File: src/rtl/tm1638_responder_if.sv
// Serial pin bundle between a TM1638-style controller and the responder.
interface tm1638_responder_if;
    logic sck;
    logic cs;
    logic dio_i;
    logic dio_o;
    logic dio_e;

    modport master (output sck, cs, dio_i, input dio_o, dio_e);
    modport slave  (input sck, cs, dio_i, output dio_o, dio_e);
endinterface

File: src/rtl/tm1638_responder.sv
// TM1638-compatible serial slave: display memory/control writes and key-scan reads.
// Define TM1638_RESP_STATS_EN to add saturating frame_count/error_count outputs.
module tm1638_responder #(
    parameter int unsigned SYNC_STAGES   = 2,
    parameter int unsigned NUM_KEY_BYTES = 4
) (
    input  logic                       clk,
    input  logic                       reset_n,
    tm1638_responder_if.slave          bus,
    input  logic [8*NUM_KEY_BYTES-1:0] key_data,
    output logic [7:0]                 disp_mem [16],
    output logic                       display_on,
    output logic [2:0]                 brightness,
    output logic                       frame_error
`ifdef TM1638_RESP_STATS_EN
    ,
    output logic [15:0]                frame_count,
    output logic [15:0]                error_count
`endif
);

    localparam int unsigned KEY_BITS = 8 * NUM_KEY_BYTES;
    localparam int unsigned RD_W     = $clog2(KEY_BITS);

    typedef enum logic [2:0] {
        S_WAIT_CS, S_IDLE, S_CMD, S_WDATA, S_RDATA, S_IGNORE
    } state_e;

    // Pin synchronizers; settle_q marks when they carry real pin samples after reset.
    logic [SYNC_STAGES-1:0] sck_sync_q, cs_sync_q, dio_sync_q, settle_q;
    logic                   sck_prev_q, cs_prev_q;

    always_ff @(posedge clk or negedge reset_n) begin
        if (!reset_n) begin
            sck_sync_q <= '1;
            cs_sync_q  <= '1;
            dio_sync_q <= '1;
            settle_q   <= '0;
            sck_prev_q <= 1'b1;
            cs_prev_q  <= 1'b1;
        end else begin
            sck_sync_q <= {sck_sync_q[SYNC_STAGES-2:0], bus.sck};
            cs_sync_q  <= {cs_sync_q[SYNC_STAGES-2:0], bus.cs};
            dio_sync_q <= {dio_sync_q[SYNC_STAGES-2:0], bus.dio_i};
            settle_q   <= {settle_q[SYNC_STAGES-2:0], 1'b1};
            sck_prev_q <= sck_sync_q[SYNC_STAGES-1];
            cs_prev_q  <= cs_sync_q[SYNC_STAGES-1];
        end
    end

    logic sck_s, cs_s, dio_s, settled;
    logic sck_rise, sck_fall, cs_rise, cs_fall;
    assign sck_s    = sck_sync_q[SYNC_STAGES-1];
    assign cs_s     = cs_sync_q[SYNC_STAGES-1];
    assign dio_s    = dio_sync_q[SYNC_STAGES-1];
    assign settled  = settle_q[SYNC_STAGES-1];
    assign sck_rise = sck_s & ~sck_prev_q;
    assign sck_fall = ~sck_s & sck_prev_q;
    assign cs_rise  = cs_s & ~cs_prev_q;
    assign cs_fall  = ~cs_s & cs_prev_q;

    state_e              state_q, state_d;
    logic [7:0]          shift_q, shift_d;
    logic [2:0]          bit_cnt_q, bit_cnt_d;
    logic [3:0]          ptr_q, ptr_d;
    logic                auto_inc_q, auto_inc_d;
    logic                disp_on_q, disp_on_d;
    logic [2:0]          bright_q, bright_d;
    logic                frame_error_q, frame_error_d;
    logic                dio_o_q, dio_o_d;
    logic                dio_e_q, dio_e_d;
    logic [KEY_BITS-1:0] snap_q, snap_d;
    logic [RD_W-1:0]     rd_cnt_q, rd_cnt_d;
    logic [7:0]          disp_mem_q [16];
    logic [7:0]          disp_mem_d [16];
    logic [7:0]          byte_c;

    assign byte_c = {dio_s, shift_q[7:1]};

    always_comb begin
        state_d       = state_q;
        shift_d       = shift_q;
        bit_cnt_d     = bit_cnt_q;
        ptr_d         = ptr_q;
        auto_inc_d    = auto_inc_q;
        disp_on_d     = disp_on_q;
        bright_d      = bright_q;
        frame_error_d = 1'b0;
        dio_o_d       = dio_o_q;
        dio_e_d       = dio_e_q;
        snap_d        = snap_q;
        rd_cnt_d      = rd_cnt_q;
        disp_mem_d    = disp_mem_q;

        // A cs rising edge ends the frame from any state and masks a coincident sck edge.
        if (cs_rise) begin
            state_d       = S_IDLE;
            dio_e_d       = 1'b0;
            dio_o_d       = 1'b0;
            bit_cnt_d     = 3'd0;
            frame_error_d = (bit_cnt_q != 3'd0);
        end else begin
            case (state_q)
                S_WAIT_CS: if (settled && cs_s) state_d = S_IDLE;
                S_IDLE: begin
                    if (cs_fall) begin
                        state_d   = S_CMD;
                        bit_cnt_d = 3'd0;
                    end
                end
                S_CMD: begin
                    if (sck_rise) begin
                        shift_d   = byte_c;
                        bit_cnt_d = bit_cnt_q + 3'd1;
                        if (bit_cnt_q == 3'd7) begin
                            state_d = S_IGNORE;
                            case (byte_c[7:6])
                                2'b01: begin
                                    auto_inc_d = ~byte_c[2];
                                    if (byte_c[1:0] == 2'b10) begin
                                        state_d  = S_RDATA;
                                        snap_d   = key_data;
                                        rd_cnt_d = '0;
                                        dio_e_d  = 1'b1;
                                    end
                                end
                                2'b10: begin
                                    disp_on_d = byte_c[3];
                                    bright_d  = byte_c[2:0];
                                end
                                2'b11: begin
                                    ptr_d   = byte_c[3:0];
                                    state_d = S_WDATA;
                                end
                                default: ;
                            endcase
                        end
                    end
                end
                S_WDATA: begin
                    if (sck_rise) begin
                        shift_d   = byte_c;
                        bit_cnt_d = bit_cnt_q + 3'd1;
                        if (bit_cnt_q == 3'd7) begin
                            disp_mem_d[ptr_q] = byte_c;
                            if (auto_inc_q) ptr_d = ptr_q + 4'd1;
                        end
                    end
                end
                S_RDATA: begin
                    // Drive on falling edges, count controller samples on rising edges.
                    if (sck_fall) begin
                        dio_o_d = snap_q[0];
                        snap_d  = snap_q >> 1;
                    end else if (sck_rise) begin
                        rd_cnt_d = rd_cnt_q + RD_W'(1);
                        if (rd_cnt_q == RD_W'(KEY_BITS - 1)) begin
                            state_d = S_IGNORE;
                            dio_e_d = 1'b0;
                            dio_o_d = 1'b0;
                        end
                    end
                end
                S_IGNORE: ;
                default: state_d = S_WAIT_CS;
            endcase
        end
    end

    always_ff @(posedge clk or negedge reset_n) begin
        if (!reset_n) begin
            state_q       <= S_WAIT_CS;
            shift_q       <= '0;
            bit_cnt_q     <= '0;
            ptr_q         <= '0;
            auto_inc_q    <= 1'b1;
            disp_on_q     <= 1'b0;
            bright_q      <= '0;
            frame_error_q <= 1'b0;
            dio_o_q       <= 1'b0;
            dio_e_q       <= 1'b0;
            snap_q        <= '0;
            rd_cnt_q      <= '0;
            disp_mem_q    <= '{default: '0};
        end else begin
            state_q       <= state_d;
            shift_q       <= shift_d;
            bit_cnt_q     <= bit_cnt_d;
            ptr_q         <= ptr_d;
            auto_inc_q    <= auto_inc_d;
            disp_on_q     <= disp_on_d;
            bright_q      <= bright_d;
            frame_error_q <= frame_error_d;
            dio_o_q       <= dio_o_d;
            dio_e_q       <= dio_e_d;
            snap_q        <= snap_d;
            rd_cnt_q      <= rd_cnt_d;
            disp_mem_q    <= disp_mem_d;
        end
    end

    assign bus.dio_o   = dio_o_q;
    assign bus.dio_e   = dio_e_q;
    assign disp_mem    = disp_mem_q;
    assign display_on  = disp_on_q;
    assign brightness  = bright_q;
    assign frame_error = frame_error_q;

`ifdef TM1638_RESP_STATS_EN
    // Saturating frame and error statistics.
    logic [15:0] frame_count_q, error_count_q;

    always_ff @(posedge clk or negedge reset_n) begin
        if (!reset_n) begin
            frame_count_q <= '0;
            error_count_q <= '0;
        end else begin
            if (cs_rise && frame_count_q != 16'hFFFF) frame_count_q <= frame_count_q + 16'd1;
            if (frame_error_q && error_count_q != 16'hFFFF) error_count_q <= error_count_q + 16'd1;
        end
    end

    assign frame_count = frame_count_q;
    assign error_count = error_count_q;
`endif

endmodule

File: src/flat_wrapper.sv
// flat-port wrapper written by rule: the top's interface ports become plain ports
module tm1638_responder_flat 
#(
    parameter int unsigned SYNC_STAGES   = 2,
    parameter int unsigned NUM_KEY_BYTES = 4
)
  (clk, reset_n, key_data, disp_mem, display_on, brightness, frame_error, bus_sck, bus_cs, bus_dio_i, bus_dio_o, bus_dio_e);
  tm1638_responder_if bus_i ();
  input  logic clk;
  input  logic reset_n;
  input  logic [8*NUM_KEY_BYTES-1:0] key_data;
  output logic [7:0] disp_mem[16];
  output logic display_on;
  output logic [2:0] brightness;
  output logic frame_error;
  input wire logic [$bits(bus_i.sck)-1:0] bus_sck;
  input wire logic [$bits(bus_i.cs)-1:0] bus_cs;
  input wire logic [$bits(bus_i.dio_i)-1:0] bus_dio_i;
  output wire logic [$bits(bus_i.dio_o)-1:0] bus_dio_o;
  output wire logic [$bits(bus_i.dio_e)-1:0] bus_dio_e;
  assign bus_i.sck = bus_sck;
  assign bus_i.cs = bus_cs;
  assign bus_i.dio_i = bus_dio_i;
  assign bus_dio_o = bus_i.dio_o;
  assign bus_dio_e = bus_i.dio_e;
  tm1638_responder #(.SYNC_STAGES(SYNC_STAGES), .NUM_KEY_BYTES(NUM_KEY_BYTES)) u_core (.clk(clk), .reset_n(reset_n), .bus(bus_i), .key_data(key_data), .disp_mem(disp_mem), .display_on(display_on), .brightness(brightness), .frame_error(frame_error));
endmodule
File: config.mk
export PLATFORM = sky130hd
export DESIGN_NAME = tm1638_responder_flat
export DESIGN_NICKNAME = d
export VERILOG_FILES = /design/src/rtl/tm1638_responder_if.sv /design/src/rtl/tm1638_responder.sv /design/src/flat_wrapper.sv
export SDC_FILE = /design/constraint.sdc
export NUM_CORES = 1
export LEC_CHECK = 0
export ABC_AREA = 0
export CORE_MARGIN = 4
export CORE_UTILIZATION = 47
export DETAILED_ROUTE_END_ITERATION = 7
export PLACE_DENSITY = 0.79
export SLEW_MARGIN = 20
export SYNTH_ARGS = -nofsm -noshare
export SYNTH_HDL_FRONTEND = slang
export SYNTH_SLANG_ARGS = --single-unit
File: constraint.sdc
create_clock -name clk -period 2.3 [get_ports clk]
set_input_delay 0.23 -clock clk [delete_from_list [all_inputs] [get_ports clk]]
set_output_delay 0.23 -clock clk [all_outputs]
set_load 0.05 [all_outputs]
==> flow_summary_export.csv <==
group,metric,value,unit
critical_path,max_stage_delay,0.40,ns
yosys,synth_edf_count,0,
yosys,ys.flop_type,"dfrtp_1",
cts,clock-root-buffer,"clkbuf_16",
timing,period_minus_slack,2.18,ns
floorplanning,rows,48,
placement,place_congestion,0.844,
critical_path,crit_type,"register to register",
global_route,antenna_found_initial,0,
timing,fmax,0.458,GHz
yosys,syn-cell-area,8500,sq um
yosys,synthCells,591,
power,p_switching,0.00242,W
critical_path,slowest_stage,"dfrtp_1",
routing,drtAntennaViolNets,0,
floorplanning,start_util,48.5,%
critical_path,rrSetupSlack,0.12,ns
routing,wire_per_inst,19.7,um
floorplanning,fp.coreArea,17500,sq um
critical_path,crit_arrival,2.48,ns
yosys,synth_warnings,0,
critical_path,start_kind,"register",
placement,dpl_cell_area,10600,sq um
timing,fin_crit_sh,94.9,%
timing,tightest_slew,0.883,ns
yosys,mappedNetlistNets,637,
floorplanning,dieArea,20300,sq um
timing,final-hold-violation-count,0,
cts,clk_pin_slew_worst_paths,0.07,ns
timing,slew_violations,0,
power,p_int,0.00642,W
yosys,avgSynthCellArea,14.4,sq um
critical_path,required,2.60,ns
cts,htreeDepth,4,
yosys,ys_top_cells_by_area,"dfrtp_1 56%, mux2_2 22%, mux2_1 3.8%, dfstp_2 2.8%, ha_1 1.3%",
timing,rsz0062_at_grt,"no",
floorplanning,fp.dieW,142,um
cts,cts_tree,"built",
global_route,grt_overflow_total,0,
timing,slew_headroom,41.2,%
yosys,yosysUniqueCellTypes,51,
power,p_per_area,783,nW/um^2
floorplanning,fp.dieH,142,um
yosys,yosysSeqAreaShare,59.0,%
routing,wl,20000,um
power,swShare,27.3,%
cts,cts_setup_buffers,0,
critical_path,cp_max_fo,21,
global_route,grt_pass1_vias,5900,
critical_path,crit_chain,"ha_1, ha_1, and3b_2, a211o_1, nand3b_4, buf_12, mux2_1",
power,comb_power_share,17.7,%
floorplanning,ios,172,
timing,setup_viol,0,
cts,cts_made_buffers,17,
yosys,synth_top_area_share,56.2,%
routing,vias,5508,
finish,area_delta_synth_final,32.7,%
finish,design_area,11300,sq um
cts,cts_sinks,200,
finish,layout-drive-gt1-share,33.5,%
power,power.total,0.00883,W
power,p_leak,5.13,nW
run,drv_cap,0,
finish,nNetsFinal,826,
min_path,hold_class,"input port to register",
cts,clk_latency,0.43,ns
global_route,grt_pass1_wl,32200,um
yosys,synthArstFlopShare,100,%
run_status,outcome,"finished clean",
timing,skew,0.0121,ns
power,ir_worst_vdd,0.000518,V
routing,firstDrtPassIters,4,
finish,fin_util,64.3,%
critical_path,cp-end-kind,"register",
power,power_frac_seq,48.2,%
global_route,grt_usage,20.2,%
placement,portBuffers,171,
routing,drtIter0Drc,333,
placement,dpl.hpwl,13900,um
power,clock_power_share,34.1,%
yosys,yosysTopAreaCell,"dfrtp_1",
global_route,grt_max_degree,73,
cts,cts.path.max_buffers,2,
critical_path,cpMostUsedCell,"ha_1",
yosys,ys_seq_elements,200,
routing,vias_per_cell,5.42,
timing,totalNegativeSetupSlack,0,ns
routing,drc,0,
finish,diodes,0,
-- Yosys cell counts, drive strengths merged, types with 2 or more instances --
| cell | n |
|---|---|
| nor2 | 16 |
| and3b | 4 |
| nor3b | 2 |
| nand3 | 3 |
| a211o | 2 |
| nor3 | 6 |
| clkbuf | 18 |
| or4 | 3 |
| o21ai | 8 |
| inv | 9 |
| and3 | 2 |
| mux2 | 197 |
| ha | 9 |
| nor2b | 5 |
| o31ai | 4 |
| nand3b | 3 |
| mux2i | 2 |
| a21oi | 10 |
| nand2 | 30 |
| o22ai | 3 |
| nand2b | 12 |
| nand4 | 4 |
| a32oi | 2 |
| buf | 16 |
| dfrtp | 191 |
| a31oi | 3 |
| a22o | 4 |
| dfstp | 9 |
-- worst paths after layout --
kind,startpoint,depth (start not counted),endpoint
min in group asynchronous,reset_n,2,u_core.disp_mem[47]$_DFFE_PN0P_
worst max register to register,u_core.bit_cnt_q[0]$_DFFE_PN0P_,7,u_core.snap_q[11]$_DFFE_PN0P_
max in group asynchronous,reset_n,3,u_core.snap_q[30]$_DFFE_PN0P_
worst min register to register,u_core.settle_q[0]$_DFF_PN0_,0,u_core.settle_q[1]$_DFF_PN0_
worst min-delay path,bus_dio_i,1,u_core.dio_sync_q[0]$_DFF_PN1_
worst max-delay path,u_core.bit_cnt_q[0]$_DFFE_PN0P_,7,u_core.snap_q[11]$_DFFE_PN0P_
-- registers in the layout, indices dropped and copies added, names as in the netlist, 2 cells and up --
register,count
u_core.shift_q,7
u_core.dio_sync_q,2
u_core.sck_sync_q,2
u_core.brightness,3
u_core.bit_cnt_q,3
u_core.rd_cnt_q,5
u_core.snap_q,32
u_core.state_q,3
u_core.ptr_q,4
u_core.settle_q,2
u_core.cs_sync_q,2
u_core.disp_mem,128
-- through the flow --
stage          worst slack [ns]  std cells  hold slack (ns)
5_1_grt                 0.00978       1017            0.197
2_1_floorplan             0.100        591          -0.0656
4_1_cts                  0.0235       1017            0.195
3_5_place_dp             0.0286        985            0.291
3_3_place_gp              0.171        985            0.283
6_report                  0.117       1017            0.212
-- worst max-delay path, delay by kind of cell (launching register included) --
family | cells | cell delay, ns
buffers and inverters | 1 | 0.17
flip-flops | 1 | 0.40
adder cells (fa/ha/maj) | 2 | 0.43
AND/OR/NAND/NOR | 2 | 0.39
AO/OA/AOI/OAI | 1 | 0.33
multiplexers | 1 | 0.34
-- final cells by class --
type	instances	area, sq um
well taps	225	282
clock buffers	20	447
clock inverters	11	150
fillers	1269	6260
repair buffers	204	2040
multi-input cells	348	3310
inverters	9	33.8
flip-flops and latches	200	5020
-- power by group through the flow --
stage | clock network, W | registers (W) | logic, W
final | 0.00301 | 0.00426 | 0.00156
after floorplan | 0 | 0.00411 | 0.00119
after CTS | 0.00307 | 0.00425 | 0.00158
after detailed placement | 0 | 0.00431 | 0.00156
after global routing | 0.00323 | 0.00430 | 0.00171
after global placement | 0 | 0.00428 | 0.00149
-- routing by layer --
layer	wire (um)	vias to the layer above	GRT usage [%]
met5	0	-	0
met3	1530	21	6.52
li1	-	2473	-
met2	9850	179	32.9
met1	8290	2835	26.1
met4	325	0	6.05
-- layout by cell type, fill, tap and decap left out, types with 10 or more instances in the layout --
master           netlist  layout
a21oi_1               10      10
buf_4                  5      25
clkbuf_16              0      17
clkdlybuf4s50_1        0     170
dfrtp_1              191     191
mux2_1                29      29
mux2_2               168     168
nand2_1               30      30
nand2b_1              12      12
-- cell families (layout without fill, tap and decap cells) --
logic type	after synthesis	in the layout	share of synthesized area (%)
DFF	200	200	59.0
and+or+nand+nor	96	96	7.55
adders and majority gates	9	9	1.33
buffers and inverters	43	244	2.33
AOI/OAI and AO/OA	43	43	3.39
muxes	199	199	26.3
other	1	1	0.0441
-- repair_timing --
| item | 4_1_cts | 5_1_grt |
|---|---|---|
| hold buffers | 1 | 0 |
| setup endpoints to repair | 0 | 56 |
| endpoints found under the hold margin | 60 | 0 |
| resized for setup | 0 | 7 |
(Power assumes the default switching activity.)
